File: src/rtl/benes_pkg.sv
// -----------------------------------------------------------------------------
// benes_pkg
// Shared definitions for the 4-port Benes reconfiguration controller:
//   - controller state encoding
//   - error codes reported on err_code
//   - identity permutation / identity switch state
//   - port field widths
// No ports (package).
// -----------------------------------------------------------------------------
package benes_pkg;

  localparam int PERM_W  = 8;  // four 2-bit destination fields
  localparam int FIELD_W = 2;
  localparam int SW_W    = 6;  // six 2x2 switches
  localparam int ERR_W   = 2;

  typedef enum logic [1:0] {
    IDLE   = 2'd0,
    CHECK  = 2'd1,
    DRAIN  = 2'd2,
    SETTLE = 2'd3
  } state_e;

  localparam logic [ERR_W-1:0] ERR_NONE    = 2'd0;
  localparam logic [ERR_W-1:0] ERR_PERM    = 2'd1;
  localparam logic [ERR_W-1:0] ERR_TIMEOUT = 2'd2;

  localparam logic [PERM_W-1:0] PERM_IDENTITY = 8'h1B;
  localparam logic [SW_W-1:0]   SW_IDENTITY   = 6'b111111;

endpackage

File: src/rtl/benes_4_cfg_ctrl_if.sv
// -----------------------------------------------------------------------------
// benes_4_cfg_ctrl_if
// Request handshake plus fabric control/status between the fabric-management
// logic (master) and the reconfiguration controller (slave).
//   req_valid/req_perm/req_ready : permutation request handshake
//   net_busy                     : fabric has traffic in flight
//   quiesce                      : upstream must stop injecting traffic
//   sw_state/cfg_live            : switch settings and their validity
//   done/err/err_code            : completion pulses and sticky error code
// -----------------------------------------------------------------------------
interface benes_4_cfg_ctrl_if;
  import benes_pkg::*;

  logic              req_valid;
  logic [PERM_W-1:0] req_perm;
  logic              req_ready;
  logic              net_busy;
  logic              quiesce;
  logic [SW_W-1:0]   sw_state;
  logic              cfg_live;
  logic              done;
  logic              err;
  logic [ERR_W-1:0]  err_code;

  modport master (
    output req_valid, req_perm, net_busy,
    input  req_ready, quiesce, sw_state, cfg_live, done, err, err_code
  );

  modport slave (
    input  req_valid, req_perm, net_busy,
    output req_ready, quiesce, sw_state, cfg_live, done, err, err_code
  );

endinterface

File: src/rtl/benes_4_route_lut.sv
// -----------------------------------------------------------------------------
// benes_4_route_lut
// Combinational permutation -> switch-state lookup for the 4-port Benes fabric.
// Field in<i> of the permutation names the output port that input i reaches.
// Topology: first-stage switch j takes inputs 2j/2j+1, its output k feeds
// middle switch k (port j); middle switch j output k feeds last switch k
// (port j); last switch k drives outputs 2k/2k+1. A bit of 1 is "straight".
//   i_perm     : {in0,in1,in2,in3}, in0 in [7:6]
//   o_sw_state : {s0_0,s0_1,s0_2,s1_0,s1_1,s1_2} (switch_stage), 0 if invalid
//   o_perm_ok  : the four fields are pairwise distinct
// -----------------------------------------------------------------------------
module benes_4_route_lut
  import benes_pkg::*;
(
  input  logic [PERM_W-1:0] i_perm,
  output logic [SW_W-1:0]   o_sw_state,
  output logic              o_perm_ok
);

  logic [FIELD_W-1:0] w_d0, w_d1, w_d2, w_d3;
  logic               w_split;     // in0 and in1 land on different last switches
  logic               w_first1;    // first-stage switch 1
  logic               w_last_own;  // last switch carrying in0
  logic               w_last_oth;  // the other last switch
  logic [SW_W-1:0]    w_sw;

  assign w_d0 = i_perm[7:6];
  assign w_d1 = i_perm[5:4];
  assign w_d2 = i_perm[3:2];
  assign w_d3 = i_perm[1:0];

  assign o_perm_ok = (w_d0 != w_d1) && (w_d0 != w_d2) && (w_d0 != w_d3) &&
                     (w_d1 != w_d2) && (w_d1 != w_d3) && (w_d2 != w_d3);

  // Looping algorithm with first-stage switch 0 pinned straight. When in0/in1
  // share a last switch, the loop closes early and first-stage switch 1 is free;
  // it is then held straight so identity-like halves stay all-ones.
  assign w_split    = (w_d0[1] != w_d1[1]);
  assign w_first1   = w_split ? (w_d2 == (w_d1 ^ 2'b01)) : 1'b1;
  assign w_last_own = ~w_d0[0];
  assign w_last_oth = w_split ? w_d1[0] : ~w_d2[0];

  assign w_sw = {1'b1,                                   // s0_0
                 ~w_d0[1],                               // s0_1
                 w_d0[1] ? w_last_oth : w_last_own,      // s0_2
                 w_first1,                               // s1_0
                 ~w_d1[1],                               // s1_1
                 w_d0[1] ? w_last_own : w_last_oth};     // s1_2

  assign o_sw_state = o_perm_ok ? w_sw : '0;

endmodule

File: src/rtl/benes_4_cfg_ctrl.sv
// -----------------------------------------------------------------------------
// benes_4_cfg_ctrl
// Reconfiguration controller for the 4-port Benes fabric. Accepts a permutation,
// validates it, quiesces and drains the fabric, loads the new switch state,
// waits SETTLE_CYCLES and reports done, or reports err with a code.
//   clk  : clock, rising edge
//   rst  : synchronous active-high reset
//   bus  : benes_4_cfg_ctrl_if.slave (request handshake, fabric control/status)
// -----------------------------------------------------------------------------
module benes_4_cfg_ctrl
  import benes_pkg::*;
#(
  parameter int SETTLE_CYCLES = 2,
  parameter int DRAIN_TIMEOUT = 255,
  parameter int CNT_W         = 8
) (
  input  logic                 clk,
  input  logic                 rst,
  benes_4_cfg_ctrl_if.slave    bus
);

  localparam logic [CNT_W-1:0] SETTLE_LAST = CNT_W'(SETTLE_CYCLES - 1);
  localparam logic [CNT_W-1:0] DRAIN_LAST  = CNT_W'(DRAIN_TIMEOUT - 1);

  state_e            r_state;
  logic [PERM_W-1:0] r_req_perm;
  logic [PERM_W-1:0] r_active_perm;
  logic [SW_W-1:0]   r_sw_state;
  logic              r_cfg_live;
  logic              r_quiesce;
  logic              r_done;
  logic              r_err;
  logic [ERR_W-1:0]  r_err_code;
  logic [CNT_W-1:0]  r_cnt;

  logic [SW_W-1:0]   w_lut_sw;
  logic              w_perm_ok;
  logic [CNT_W-1:0]  w_cnt_inc;

  benes_4_route_lut u_lut (
    .i_perm     (r_req_perm),
    .o_sw_state (w_lut_sw),
    .o_perm_ok  (w_perm_ok)
  );

  // Shared settle/drain counter saturates instead of wrapping.
  assign w_cnt_inc = (r_cnt == '1) ? r_cnt : r_cnt + CNT_W'(1);

  // NOTE: state is updated with non-blocking assignments so every register
  // samples the pre-edge values; blocking here would create order-dependent logic.
  always_ff @(posedge clk) begin
    if (rst) begin
      r_state       <= IDLE;
      r_req_perm    <= PERM_IDENTITY;
      r_active_perm <= PERM_IDENTITY;
      r_sw_state    <= SW_IDENTITY;
      r_cfg_live    <= 1'b1;
      r_quiesce     <= 1'b0;
      r_done        <= 1'b0;
      r_err         <= 1'b0;
      r_err_code    <= ERR_NONE;
      r_cnt         <= '0;
    end else begin
      // done/err are single-cycle pulses; only the branch that fires raises one.
      r_done <= 1'b0;
      r_err  <= 1'b0;
      case (r_state)
        IDLE: begin
          if (bus.req_valid) begin
            r_req_perm <= bus.req_perm;
            r_err_code <= ERR_NONE;
            r_state    <= CHECK;
          end
        end
        CHECK: begin
          if (!w_perm_ok) begin
            r_err      <= 1'b1;
            r_err_code <= ERR_PERM;
            r_state    <= IDLE;
          end else if (r_req_perm == r_active_perm) begin
            // Already configured: nothing to drain, acknowledge directly.
            r_done  <= 1'b1;
            r_state <= IDLE;
          end else begin
            r_quiesce <= 1'b1;
            r_cnt     <= '0;
            r_state   <= DRAIN;
          end
        end
        DRAIN: begin
          if (!bus.net_busy) begin
            r_sw_state    <= w_lut_sw;
            r_active_perm <= r_req_perm;
            r_cfg_live    <= 1'b0;
            r_cnt         <= '0;
            r_state       <= SETTLE;
          end else if (r_cnt >= DRAIN_LAST) begin
            // This busy cycle is the DRAIN_TIMEOUT-th: abort, keep old config.
            r_cnt      <= w_cnt_inc;
            r_err      <= 1'b1;
            r_err_code <= ERR_TIMEOUT;
            r_quiesce  <= 1'b0;
            r_state    <= IDLE;
          end else begin
            r_cnt <= w_cnt_inc;
          end
        end
        SETTLE: begin
          if (r_cnt >= SETTLE_LAST) begin
            r_cfg_live <= 1'b1;
            r_quiesce  <= 1'b0;
            r_done     <= 1'b1;
            r_state    <= IDLE;
          end else begin
            r_cnt <= w_cnt_inc;
          end
        end
        default: r_state <= IDLE;
      endcase
    end
  end

  assign bus.req_ready = (r_state == IDLE);
  assign bus.quiesce   = r_quiesce;
  assign bus.sw_state  = r_sw_state;
  assign bus.cfg_live  = r_cfg_live;
  assign bus.done      = r_done;
  assign bus.err       = r_err;
  assign bus.err_code  = r_err_code;

endmodule

File: src/flat_wrapper.sv
// flat-port wrapper written by rule: the top's interface ports become plain ports
module benes_4_cfg_ctrl_flat import benes_pkg::*;
#(
  parameter int SETTLE_CYCLES = 2,
  parameter int DRAIN_TIMEOUT = 255,
  parameter int CNT_W         = 8
)
  (clk, rst, bus_req_valid, bus_req_perm, bus_net_busy, bus_req_ready, bus_quiesce, bus_sw_state, bus_cfg_live, bus_done, bus_err, bus_err_code);
  benes_4_cfg_ctrl_if bus_i ();
  input  logic clk;
  input  logic rst;
  input wire logic [$bits(bus_i.req_valid)-1:0] bus_req_valid;
  input wire logic [$bits(bus_i.req_perm)-1:0] bus_req_perm;
  input wire logic [$bits(bus_i.net_busy)-1:0] bus_net_busy;
  output wire logic [$bits(bus_i.req_ready)-1:0] bus_req_ready;
  output wire logic [$bits(bus_i.quiesce)-1:0] bus_quiesce;
  output wire logic [$bits(bus_i.sw_state)-1:0] bus_sw_state;
  output wire logic [$bits(bus_i.cfg_live)-1:0] bus_cfg_live;
  output wire logic [$bits(bus_i.done)-1:0] bus_done;
  output wire logic [$bits(bus_i.err)-1:0] bus_err;
  output wire logic [$bits(bus_i.err_code)-1:0] bus_err_code;
  assign bus_i.req_valid = bus_req_valid;
  assign bus_i.req_perm = bus_req_perm;
  assign bus_i.net_busy = bus_net_busy;
  assign bus_req_ready = bus_i.req_ready;
  assign bus_quiesce = bus_i.quiesce;
  assign bus_sw_state = bus_i.sw_state;
  assign bus_cfg_live = bus_i.cfg_live;
  assign bus_done = bus_i.done;
  assign bus_err = bus_i.err;
  assign bus_err_code = bus_i.err_code;
  benes_4_cfg_ctrl #(.SETTLE_CYCLES(SETTLE_CYCLES), .DRAIN_TIMEOUT(DRAIN_TIMEOUT), .CNT_W(CNT_W)) u_core (.clk(clk), .rst(rst), .bus(bus_i));
endmodule
File: config.mk
export PLATFORM = sky130hd
export DESIGN_NAME = benes_4_cfg_ctrl_flat
export DESIGN_NICKNAME = d
export VERILOG_FILES = /design/src/rtl/benes_pkg.sv /design/src/rtl/benes_4_cfg_ctrl_if.sv /design/src/rtl/benes_4_route_lut.sv /design/src/rtl/benes_4_cfg_ctrl.sv /design/src/flat_wrapper.sv
export SDC_FILE = /design/constraint.sdc
export NUM_CORES = 1
export LEC_CHECK = 0
export BUFFER_PORTS_ARGS = -buffer_cell sky130_fd_sc_hd__buf_2
export CAP_MARGIN = 20
export CORE_ASPECT_RATIO = 1.2
export CORE_MARGIN = 2
export CORE_UTILIZATION = 40
export DETAILED_ROUTE_END_ITERATION = 8
export PLACE_DENSITY = 0.61
export RECOVER_POWER = 25
export SETUP_SLACK_MARGIN = 0.5
export SYNTH_ARGS = -nofsm -noshare
export SYNTH_HDL_FRONTEND = slang
export SYNTH_HIERARCHICAL = 1
export SYNTH_SLANG_ARGS = --single-unit
File: constraint.sdc
create_clock -name clk -period 2.82 [get_ports clk]
set_input_delay 0.282 -clock clk [delete_from_list [all_inputs] [get_ports clk]]
set_output_delay 0.282 -clock clk [all_outputs]
set_load 0.01 [all_outputs]
==> results by group <==
Run status
  – Status: finished clean

Detailed routing
  – Via count: 1,888
  – Initial DRC count: about 120
  – TritonRoute pass-1 iters: 4
  – WL/cell: 13.9 um
  – Antenna Nets Post-Route: 0
  – WL final: 4980 um
  – Post-route DRC: 0
  – Vias per inst: between 5 and 6

Global routing
  – First-pass GRT wire length: 8910 um
  – Tot GR Track Use: 17.7%
  – Initial antenna violation count: 0
  – Vias in the first global route: 1,844
  – Largest net degree at the start of global routing: 34
  – Remaining global-route overflow: 0

STA
  – RSZ-0062 raised after global routing: no
  – Slew @ Worst Pin: 562 ps
  – Final worst-path cycle share: about three quarters
  – Final Hold Fails: 0
  – Fin. max-slew vios: 0
  – Final Skew: around 13 ps
  – Setup tns final: 0 ps
  – Fin crit period: 2140 ps
  – # setup viols final: 0
  – Max Fclk: between 400 and 500 MHz
  – Slew Limit Headroom: 62.5%

Logic synthesis
  – Unique masters post-synth: 56
  – Synthesis Warnings: 6
  – Asr flop ratio synth: 0%
  – #FFs+latches synth: 38
  – Syn Std Cell Area: 0.00231 mm2
  – Mapped Avg Cell Area: 8.40 um2
  – Cells after synthesis: 275
  – Post-synth EDFFs: 0
  – Synthesized Nets: 296
  – Dominant synthesized flop cell: dfxtp_1
  – Register area share after synthesis: 32.9%

Clock tree
  – CTS tree: yes
  – Post-CTS resize count: 8
  – Clock-pin slew on the worst setup and hold paths: roughly 80 ps
  – Clk buf depth: 2
  – Postcts setup bufs: 0
  – Worst-Skew Late Latency: 300 ps
  – CTS buffer count: 5
  – H-Tree Depth: 2
  – Root buffer cell: clkbuf_8
  – Clk sinks: 38
  – Hold-fix buffers at CTS: 0

Worst setup path
  – Crit start category: flip-flop
  – Critical path required time: 3000 ps
  – Slowest-stage cell, CP: or3_4
  – Worst Path Arrival: 2310 ps
  – Crit path max fanout: 8
  – Setup Crit Path Kind: reg -> reg
  – Crit path largest cell delay: 410 ps
  – CP Capture Type: flip-flop
  – Crit-path most repeated cell: inv_2
  – Critical path cell sequence: xor2_1 > o22ai_1 > or3_4 > inv_2 > nand2b_1 > inv_2 > o21ai_2 > a2111oi_2 > a211oi_1

Floorplan
  – Row Count: 30
  – Die Ht: 87.3 um
  – Die W: 73.4 um
  – Initial core utilization: 41.0%
  – Core area: 0.00563 mm2
  – Top Ports: 25
  – Die footprint: 0.00640 mm2

Place
  – IO Port Bufs: 24
  – Final Wtd Congestion: around 0.87
  – Post-detail-place hpwl: 3670 um

Cells and area
  – Finished Core Util: 45.4%
  – Commonest non-fill, non-tap cell in the layout: nand2_1
  – Commonest cells after routing, fill and taps aside: nand2_1 (40), dfxtp_1 (30), a21oi_1 (21)
  – Ant. Diodes: 0
  – Nets: 314
  – Layout cells sized above 1: about a fifth
  – Area grow syn2layout: 10.6%

Pwr
  – Pleak: 0.000976 uW
  – Worst VDD drop: 0.281 mV
  – Pwr dens: around 540 mW/mm2

Min path
  – Hold crit path type: in -> reg

Job
  – MaxCap Viol Count: 0
## power by group
part / total (uW) / switching (uW) / internal, uW
clock: 386 / 189 / 197
sequential: 603 / 38.2 / 565
combinational: 378 / 226 / 152
total: 1370 / 454 / 914
## synthesized netlist by cell type, types with 4 or more instances
| master | number | area share [%] |
|---|---|---|
| o21ai_0 | 5 | 1.1 |
| and3_1 | 5 | 1.4 |
| nand2_1 | 40 | 6.5 |
| ha_1 | 9 | 4.9 |
| dfxtp_1 | 38 | 33 |
| nand4_1 | 5 | 1.4 |
| nand3_1 | 12 | 2.6 |
| xnor2_1 | 8 | 3.0 |
| xor2_1 | 12 | 4.5 |
| buf_2 | 5 | 1.1 |
| a211o_1 | 5 | 1.9 |
| a21oi_1 | 21 | 4.5 |
| inv_1 | 13 | 2.1 |
| o211ai_1 | 8 | 2.6 |
| a221oi_2 | 4 | 2.6 |
| nand3b_1 | 11 | 3.6 |
| clkbuf_1 | 7 | 1.1 |
| nor2_1 | 14 | 2.3 |
## cell type report
cell class	count	area (um2)
fill	567	3070
multi-input combinational	207	1420
sequential	38	778
timing repair buffer	28	135
clock buffer	7	86.3
tap	64	80.1
inverter	13	48.8
clock inverter	1	5.00
## path summary, 6_finish.rpt
check                               from                      to  slack, ps  depth (start not counted)
setup / recovery    u_core/r_req_perm[6]         u_core/r_cnt[6]        680                          9
hold reg to reg   u_core/bus.sw_state[2]  u_core/bus.sw_state[2]        470                          2
hold / removal           bus_req_perm[6]    u_core/r_req_perm[6]        240                          3
setup reg to reg    u_core/r_req_perm[6]         u_core/r_cnt[6]        680                          9
## kinds of logic after synthesis
logic type,after synthesis,synth area share [%]
and+or+nand+nor,111,26.5
muxes,5,2.27
AOI/OAI and AO/OA,62,19.9
xor gates and xnor gates,20,7.58
buffers and inverters,30,6.01
DFF,38,32.9
adders and majority gates,9,4.87
## worst max-delay path: cells and delay by family (launching register included)
kind	cells	cell delay, ps
compound gates	4	640
simple gates	2	540
xor+xnor	1	190
flops	1	400
buf+inv	2	240
## stage by stage
stage | area (um2) | hold WS, ps | power [uW] | setup WS [ps] | cells
after floorplan | 2310 | 430 | 908 | 503 | 275
after global placement | 2450 | 449 | 981 | 438 | 350
after detailed placement | 2450 | 452 | 984 | 331 | 350
after CTS | 2550 | 236 | 1380 | 507 | 358
after global routing | 2560 | 259 | 1470 | 550 | 358
final | 2560 | 242 | 1370 | 684 | 358
## metal layers
| metal | global-route usage (%) | vias to the layer above | wire, um |
|---|---|---|---|
| met5 | 0 | - | 0 |
| met4 | 4.96 | 0 | 65 |
| met3 | 3.24 | 5 | 124 |
| met2 | 29.8 | 22 | 2340 |
| met1 | 23.0 | 859 | 2450 |
| li1 | - | 1002 | - |
## registers in the layout, indices dropped and copies added (netlist names)
name,cells
u_core/bus.quiesce,1
u_core/bus.err_code,2
u_core/bus.cfg_live,1
u_core/bus.sw_state,6
u_core/r_active_perm,8
u_core/r_state,2
u_core/bus.done,1
u_core/r_req_perm,8
u_core/r_cnt,8
u_core/bus.err,1
Note: power is estimated with default switching activity, not from simulation.
